## src/rtl/hazard_sb_ctrl_pkg.sv

```systemverilog
`default_nettype none
// ============================================================================
//  Module  : hazard_pkg
//  Purpose : Shared types, constants and helpers for the hazard / scoreboard
//            controller (hazard_sb_ctrl) and its source resolver.
//  Contents: REG_AW, LAT_W default widths; fsel_w() forwarding-select width;
//            stall_cause_e encoding of the stall reason.
//  Revision: 1.0  initial release
// ============================================================================
package hazard_pkg;

    localparam int REG_AW = 5;   // register address width
    localparam int LAT_W  = 4;   // long-latency countdown width

    // Stall reason reported alongside stall; value 0 means no stall.
    typedef enum logic [1:0] {
        CAUSE_NONE       = 2'd0,
        CAUSE_LOAD_USE   = 2'd1,
        CAUSE_SCOREBOARD = 2'd2,
        CAUSE_WAW        = 2'd3
    } stall_cause_e;

    // Width of one forwarding select: 0 = register file, k+1 = stage k.
    function automatic int fsel_w(input int nfwd);
        return $clog2(nfwd + 1);
    endfunction

endpackage
`default_nettype wire

```

## src/rtl/hazard_sb_ctrl_src_resolve.sv

```systemverilog
`default_nettype none
// ============================================================================
//  Module  : hazard_src_resolve
//  Purpose : Resolves one decode source operand against all forwarding stages.
//            The youngest (lowest index) matching writer wins.
//  Ports   : src_addr_i/src_used_i   - the decode source
//            stg_we_i/stg_addr_i/stg_ready_i - writer stages, k=0 in LSBs
//            fwd_sel_o   - 0 = register file, k+1 = stage k
//            not_ready_o - winning stage cannot forward yet (load-use)
//  Revision: 1.0  initial release
// ============================================================================
module hazard_src_resolve #(
    parameter int NUM_FWD = 3,
    parameter int REG_AW  = hazard_pkg::REG_AW,
    parameter int FSEL_W  = hazard_pkg::fsel_w(NUM_FWD)
) (
    input  logic [REG_AW-1:0]         src_addr_i,
    input  logic                      src_used_i,
    input  logic [NUM_FWD-1:0]        stg_we_i,
    input  logic [NUM_FWD*REG_AW-1:0] stg_addr_i,
    input  logic [NUM_FWD-1:0]        stg_ready_i,
    output logic [FSEL_W-1:0]         fwd_sel_o,
    output logic                      not_ready_o
);

    always_comb begin
        fwd_sel_o   = '0;
        not_ready_o = 1'b0;
        // x0 is hardwired zero: never forwarded, never stalls. A nonzero
        // source that equals a stage address implies that stage address is
        // nonzero too.
        if (src_used_i && (src_addr_i != '0)) begin
            // Scan oldest to youngest so the youngest match is written last.
            for (int k = NUM_FWD - 1; k >= 0; k--) begin
                if (stg_we_i[k] && (stg_addr_i[k*REG_AW +: REG_AW] == src_addr_i)) begin
                    fwd_sel_o   = FSEL_W'(k + 1);
                    not_ready_o = !stg_ready_i[k];
                end
            end
        end
    end

endmodule
`default_nettype wire

```

## src/rtl/hazard_sb_ctrl.sv

```systemverilog
`default_nettype none
// ============================================================================
//  Module  : hazard_sb_ctrl
//  Purpose : Forwarding and stall controller for the in-order pipeline, with
//            a per-register countdown scoreboard for long-latency units.
//  Ports   : clk, rst (sync, active high)
//            stg_we_i/stg_addr_i/stg_ready_i - downstream writers (0 = EX)
//            id_src_addr_i/id_src_used_i/id_valid_i - decode operands
//            lu_issue_i/lu_addr_i/lu_lat_i - long-latency issue
//            fwd_sel_o    - per-source operand mux select
//            stall_o      - hold PC and IF/ID, bubble into ID/EX
//            stall_cause_o- 0 none, 1 load-use, 2 scoreboard, 3 WAW
//            sb_busy_o    - registered pending bitmap
//  Option  : HAZARD_PERF_EN adds saturating 32-bit stall counters
//            perf_lu_stalls_o, perf_sb_stalls_o, perf_waw_stalls_o.
//  Revision: 1.0  initial release
// ============================================================================
module hazard_sb_ctrl #(
    parameter int NUM_SRC = 2,
    parameter int NUM_FWD = 3,
    parameter int REG_AW  = hazard_pkg::REG_AW,
    parameter int LAT_W   = hazard_pkg::LAT_W,
    localparam int FSEL_W = hazard_pkg::fsel_w(NUM_FWD),
    localparam int NREG   = 2 ** REG_AW
) (
    input  logic                      clk,
    input  logic                      rst,
    input  logic [NUM_FWD-1:0]        stg_we_i,
    input  logic [NUM_FWD*REG_AW-1:0] stg_addr_i,
    input  logic [NUM_FWD-1:0]        stg_ready_i,
    input  logic [NUM_SRC*REG_AW-1:0] id_src_addr_i,
    input  logic [NUM_SRC-1:0]        id_src_used_i,
    input  logic                      id_valid_i,
    input  logic                      lu_issue_i,
    input  logic [REG_AW-1:0]         lu_addr_i,
    input  logic [LAT_W-1:0]          lu_lat_i,
    output logic [NUM_SRC*FSEL_W-1:0] fwd_sel_o,
    output logic                      stall_o,
    output logic [1:0]                stall_cause_o,
    output logic [NREG-1:0]           sb_busy_o
`ifdef HAZARD_PERF_EN
    ,
    output logic [31:0]               perf_lu_stalls_o,
    output logic [31:0]               perf_sb_stalls_o,
    output logic [31:0]               perf_waw_stalls_o
`endif
);

    import hazard_pkg::*;

    logic [NUM_SRC-1:0] src_not_ready;
    logic [NUM_SRC-1:0] src_busy;
    logic [LAT_W-1:0]   cnt_q [NREG];
    logic [LAT_W-1:0]   cnt_d [NREG];
    logic [NREG-1:0]    busy_q;
    logic [NREG-1:0]    busy_d;
    stall_cause_e       cause;
    logic               lu_load;
    logic [LAT_W-1:0]   lat_eff;

    // ------------------------------------------------------------------
    // Per-source forwarding resolution and scoreboard lookup
    // ------------------------------------------------------------------
    generate
        for (genvar i = 0; i < NUM_SRC; i++) begin : g_src
            logic [REG_AW-1:0] addr;
            assign addr = id_src_addr_i[i*REG_AW +: REG_AW];

            hazard_src_resolve #(
                .NUM_FWD (NUM_FWD),
                .REG_AW  (REG_AW),
                .FSEL_W  (FSEL_W)
            ) u_resolve (
                .src_addr_i  (addr),
                .src_used_i  (id_src_used_i[i]),
                .stg_we_i    (stg_we_i),
                .stg_addr_i  (stg_addr_i),
                .stg_ready_i (stg_ready_i),
                .fwd_sel_o   (fwd_sel_o[i*FSEL_W +: FSEL_W]),
                .not_ready_o (src_not_ready[i])
            );

            assign src_busy[i] = id_src_used_i[i] && (addr != '0) && busy_q[addr];
        end
    endgenerate

    // ------------------------------------------------------------------
    // Stall decision, priority load-use > scoreboard > WAW
    // ------------------------------------------------------------------
    always_comb begin
        cause = CAUSE_NONE;
        if (id_valid_i) begin
            if (|src_not_ready) begin
                cause = CAUSE_LOAD_USE;
            end else if (|src_busy) begin
                cause = CAUSE_SCOREBOARD;
            end else if (lu_issue_i && busy_q[lu_addr_i]) begin
                cause = CAUSE_WAW;
            end
        end
    end

    assign stall_o       = (cause != CAUSE_NONE);
    assign stall_cause_o = cause;
    assign sb_busy_o     = busy_q;

    // ------------------------------------------------------------------
    // Countdown scoreboard. A stalled issue is re-presented next cycle,
    // so it must not load here (this also blocks WAW reloads).
    // ------------------------------------------------------------------
    assign lu_load = lu_issue_i && (lu_addr_i != '0) && !stall_o;
    assign lat_eff = (lu_lat_i == '0) ? LAT_W'(1) : lu_lat_i;

    always_comb begin
        for (int r = 0; r < NREG; r++) begin
            cnt_d[r] = (cnt_q[r] != '0) ? (cnt_q[r] - 1'b1) : '0;
            if (lu_load && (lu_addr_i == REG_AW'(r))) begin
                cnt_d[r] = lat_eff;
            end
            busy_d[r] = (cnt_d[r] != '0);
        end
    end

    always_ff @(posedge clk) begin
        if (rst) begin
            for (int r = 0; r < NREG; r++) begin
                cnt_q[r] <= '0;
            end
            busy_q <= '0;
        end else begin
            cnt_q  <= cnt_d;
            busy_q <= busy_d;
        end
    end

`ifdef HAZARD_PERF_EN
    // ------------------------------------------------------------------
    // Saturating stall counters
    // ------------------------------------------------------------------
    logic [31:0] perf_lu_q;
    logic [31:0] perf_sb_q;
    logic [31:0] perf_waw_q;

    always_ff @(posedge clk) begin
        if (rst) begin
            perf_lu_q  <= '0;
            perf_sb_q  <= '0;
            perf_waw_q <= '0;
        end else begin
            if ((cause == CAUSE_LOAD_USE) && (perf_lu_q != '1)) begin
                perf_lu_q <= perf_lu_q + 32'd1;
            end
            if ((cause == CAUSE_SCOREBOARD) && (perf_sb_q != '1)) begin
                perf_sb_q <= perf_sb_q + 32'd1;
            end
            if ((cause == CAUSE_WAW) && (perf_waw_q != '1)) begin
                perf_waw_q <= perf_waw_q + 32'd1;
            end
        end
    end

    assign perf_lu_stalls_o  = perf_lu_q;
    assign perf_sb_stalls_o  = perf_sb_q;
    assign perf_waw_stalls_o = perf_waw_q;
`endif

endmodule
`default_nettype wire

```

## config.mk

```make
export PLATFORM = sky130hd
export DESIGN_NAME = hazard_sb_ctrl
export DESIGN_NICKNAME = d
export VERILOG_FILES = /design/src/rtl/hazard_sb_ctrl_pkg.sv /design/src/rtl/hazard_sb_ctrl_src_resolve.sv /design/src/rtl/hazard_sb_ctrl.sv
export SDC_FILE = /design/constraint.sdc
export NUM_CORES = 1
export LEC_CHECK = 0
export BUFFER_PORTS_ARGS = -buffer_cell sky130_fd_sc_hd__clkbuf_2
export CAP_MARGIN = 10
export CELL_PAD_IN_SITES_DETAIL_PLACEMENT = 0
export CELL_PAD_IN_SITES_GLOBAL_PLACEMENT = 1
export CORE_ASPECT_RATIO = 1.1
export CORE_MARGIN = 2
export CORE_UTILIZATION = 25
export DETAILED_ROUTE_END_ITERATION = 8
export PLACE_DENSITY_LB_ADDON = 0.1
export SLEW_MARGIN = 20
export SYNTH_ARGS = -nofsm -noshare
export SYNTH_HDL_FRONTEND = slang
export SYNTH_SLANG_ARGS = --single-unit
```

## constraint.sdc

```tcl
create_clock -name clk -period 2.4 [get_ports clk]
set_input_delay 0.12 -clock clk [delete_from_list [all_inputs] [get_ports clk]]
set_output_delay 0.12 -clock clk [all_outputs]
set_load 0.01 [all_outputs]
```

==> metrics list <==
- For this run, the number of Yosys warnings is 0.
* Hold Fails Final Rpt: 0
- Dividing the synthesized area by the synthesized cell count gives 9.09 um2.
* Final Routed Wirelength: 27,500 um
- Die span in y: 196 um
* Post-Place Setup Slack: -0.363 ns
- Measured slew at the worst slew-check pin: 0.963 ns
- Sorting the synthesized cells by how often they occur yields dfxtp_1, mux2i_1, nand2_1.
- Final HPWL DP: 19,300 um
- Effective utilization at floorplan: 25.3%
* Crit Path Category: reg2reg
* Count of fill cells added during filler insertion: 3,466
- Max Used Layer: met4
* Vias: 7,430
* Unrepaired setup endpoints after global routing: true
* Path class of the lowest-slack min-delay path: in2reg
- Entering global routing, the biggest net connects 69 pins.
* Maximum fanout along the worst path: 10
* Count of port buffers added during placement: 84
- For the final database, setup skew stands at 0.0153 ns.
- Average wire per cell in the routed design: 17.9 um
- Max stage delay on crit path: 0.50 ns
* Startpoint class of the critical path: register
- The root buffer cell chosen for the clock tree is clkbuf_16.
* Post-route worst hold slack: 0.0808 ns
- Data arrives at the worst endpoint at 2.89 ns.
- Largest area contributor in the synthesized netlist: dfxtp_1
- Of the cells placed in the final design, the portion with a size suffix greater than 1 is 27.7%.
- Final worst-path setup slack: -0.217 ns
* Fin crit share: 109%
* Placer's final routability congestion estimate: 0.793
- Net count after synthesis: 971
- Vias per inst: 4.84
* Worst VDD drop: 0.477 mV
* Count leader, synth: dfxtp_1
- The initial antenna violation count was 0.
- Die Area: 0.0351 mm2
* Number of global-route vias before repair: 7,223
- The number of antenna diodes in the final layout is 0.
- Number of DRC violations after detailed-routing iteration 0: 481
- Yosys mapped the design onto 46 distinct sky130hd cell types.
- Maximum level of the CTS H-tree: 4
- The cell count after synthesis came out at 925.
* Run status: complete, but fails checks
- Max-cap violations: 0
- Timing would allow up to 0.382 GHz.
- Max-slew violation count: 0
- The clock passes through at most 2 buffers.
- Met3 Routed Length: 1120 um
- TritonCTS clock tree: yes
* Worst relative slew slack: 35.5%
- Area of the core: 0.0332 mm2
* Rows: 70
* Total met2 wirelength after detailed routing: 12,600 um
- The first global-routing pass estimated 42,400 um of wire.
- Leakage power: 0.00489 uW
- Global routing finished with a remaining overflow of 0.
- Summing every instance area after synthesis gives 0.00841 mm2.
* Worst-skew pair later-pin latency: 0.44 ns
- Setup-failing EPs final: 157
* Cts-stage hold buffer count: 0
* Cell chain of the critical path: mux4_2 > a2111oi_4 > a311oi_2 > nand2b_4 > o21ai_4 > inv_4 > buf_4 > or3_4 > mux2i_1
- Area Overhead vs Synth: 29.9%
* Clock Sinks: 160
* Buffering stage count on the worst path with inverters included: 2
- After clock tree synthesis, the clock-pin slew on the worst setup and hold paths is 0.08 ns.
- Area share of the largest cell type after synthesis: 38.1%
- The slowest stage of the critical path belongs to the cell mux4_2.
* Residual DRC count: 0
- Cts bufs inserted: 17
* Post-layout utilization of the core: 32.9%
- Measured along the x axis, the die boundary spans 179 um.
- Primary flip-flop cell chosen by synthesis mapping: dfxtp_1
- Leading cell types by total area after synthesis: dfxtp_1, mux2i_1, mux4_2
- In the synthesized netlist the async set-or-reset flop fraction comes to 0%.
- Final worst path period need: 2.62 ns
- GRT Total Usage: 15.8%
- Data on the critical path is required at its endpoint by 2.68 ns.
* Detailed-routing wirelength on met1: 13,500 um
- I/O pin total: 85
- Of the synthesized area, sequential elements account for 38.1%.
- The final reports fail on setup timing.
- Critical Path End Type: register
- Tot Pwr: 5970 uW
* Antenna-violating nets left: 0
* Synthesis-stage register bit count: 160
- In this run, synthesis inferred 0 flip-flops with an integrated enable.
* Nets: 1,137
* Family of cells with the greatest summed delay on the critical path: compound AO/OA/AOI/OAI gates
- Ratio of total power to cell area: 546 mW/mm2
- Before antenna repair, the detailed router went through 4 iterations.
==> registers in the layout, indices dropped and copies added (netlist names) <==
signal and count:
cnt_q 128, sb_busy_o 32
==> metrics by stage <==
stage	TNS (ns)	cells	cell area (um2)
6_report	-18.23	1536	10900
5_1_grt	-35.51	1536	10900
3_3_place_gp	-30.49	1496	10100
3_5_place_dp	-41.15	1496	10100
2_1_floorplan	-1.28	925	8480
4_1_cts	-17.37	1532	10800
==> report_power, final <==
part / leakage, uW / switching, uW / internal (uW) / total (uW)
clock network: 0.000282 / 1260 / 1390 / 2650
logic: 0.00331 / 341 / 275 / 616
registers: 0.00130 / 27.5 / 2670 / 2700
total: 0.00489 / 1620 / 4340 / 5970
==> final cells by class <==
type / count / area, um2 / share of cell area, %
sequential: 160 / 3220 / 29.5
clock inverter: 14 / 120 / 1.10
multi-input combinational: 696 / 5030 / 46.0
clock buffer: 18 / 439 / 4.02
inverter: 7 / 28.8 / 0.263
tap: 432 / 541 / 4.95
timing repair buffer: 209 / 1540 / 14.1
==> path summary, 6_finish.rpt <==
| kind | startpoint | to | slack, ns | depth (start not counted) |
|---|---|---|---|---|
| worst min register to register | cnt_q[127] | cnt_q[127] | 0.48 | 1 |
| worst max-delay path | sb_busy_o[7] | cnt_q[0] | -0.22 | 9 |
| worst max register to register | sb_busy_o[7] | cnt_q[0] | -0.22 | 9 |
| worst min-delay path | lu_lat_i[1] | cnt_q[113] | 0.08 | 3 |
==> what timing repair did <==
item	CTS	global route
setup endpoints to repair	157	158
pin swaps	8	6
buffers inserted	4	3
resized for setup	19	28
cloned	0	1
==> logic make-up (layout without fill, tap and decap cells) <==
group                  after synthesis  after routing  share of synthesized area [%]
AND/OR/NAND/NOR                    351            351                           22.0
AO/OA/AOI/OAI                      162            162                           12.4
flip-flops                         160            160                           38.1
multiplexers                       152            152                           20.8
buffers and inverters               69            248                           3.48
XOR/XNOR                            31             31                           3.23
==> routing by layer <==
layer | up-vias | track usage [%]
met5 | - | 0
met4 | 0 | 4.16
met3 | 11 | 2.60
met2 | 108 | 24.9
met1 | 3554 | 22.3
li1 | 3757 | -
==> tightest hold or removal path, stage by stage <==
cell and delay, ns:
clkbuf_2 0.12, nor3_1 0.07, a211oi_2 0.17
==> layout by cell type, fill, tap and decap left out, drive strengths merged, types with 3 or more instances in the layout <==
cell and instances:
nor2 38, or3 41, a211oi 4, nand3 24, xor2 15, a21oi 36
o311ai 31, and3 3, o221a 4, nand2b 3, nand4 12, o21ai 66
nor2b 39, dfxtp 160, a22oi 6, nor4b 30, xnor2 16, buf 126
inv 18, clkbuf 101, nand2 105, a31oi 4, nor3 48, mux2i 133
clkinv 3, mux4 18
No activity file was read; power rests on OpenSTA's default activity.
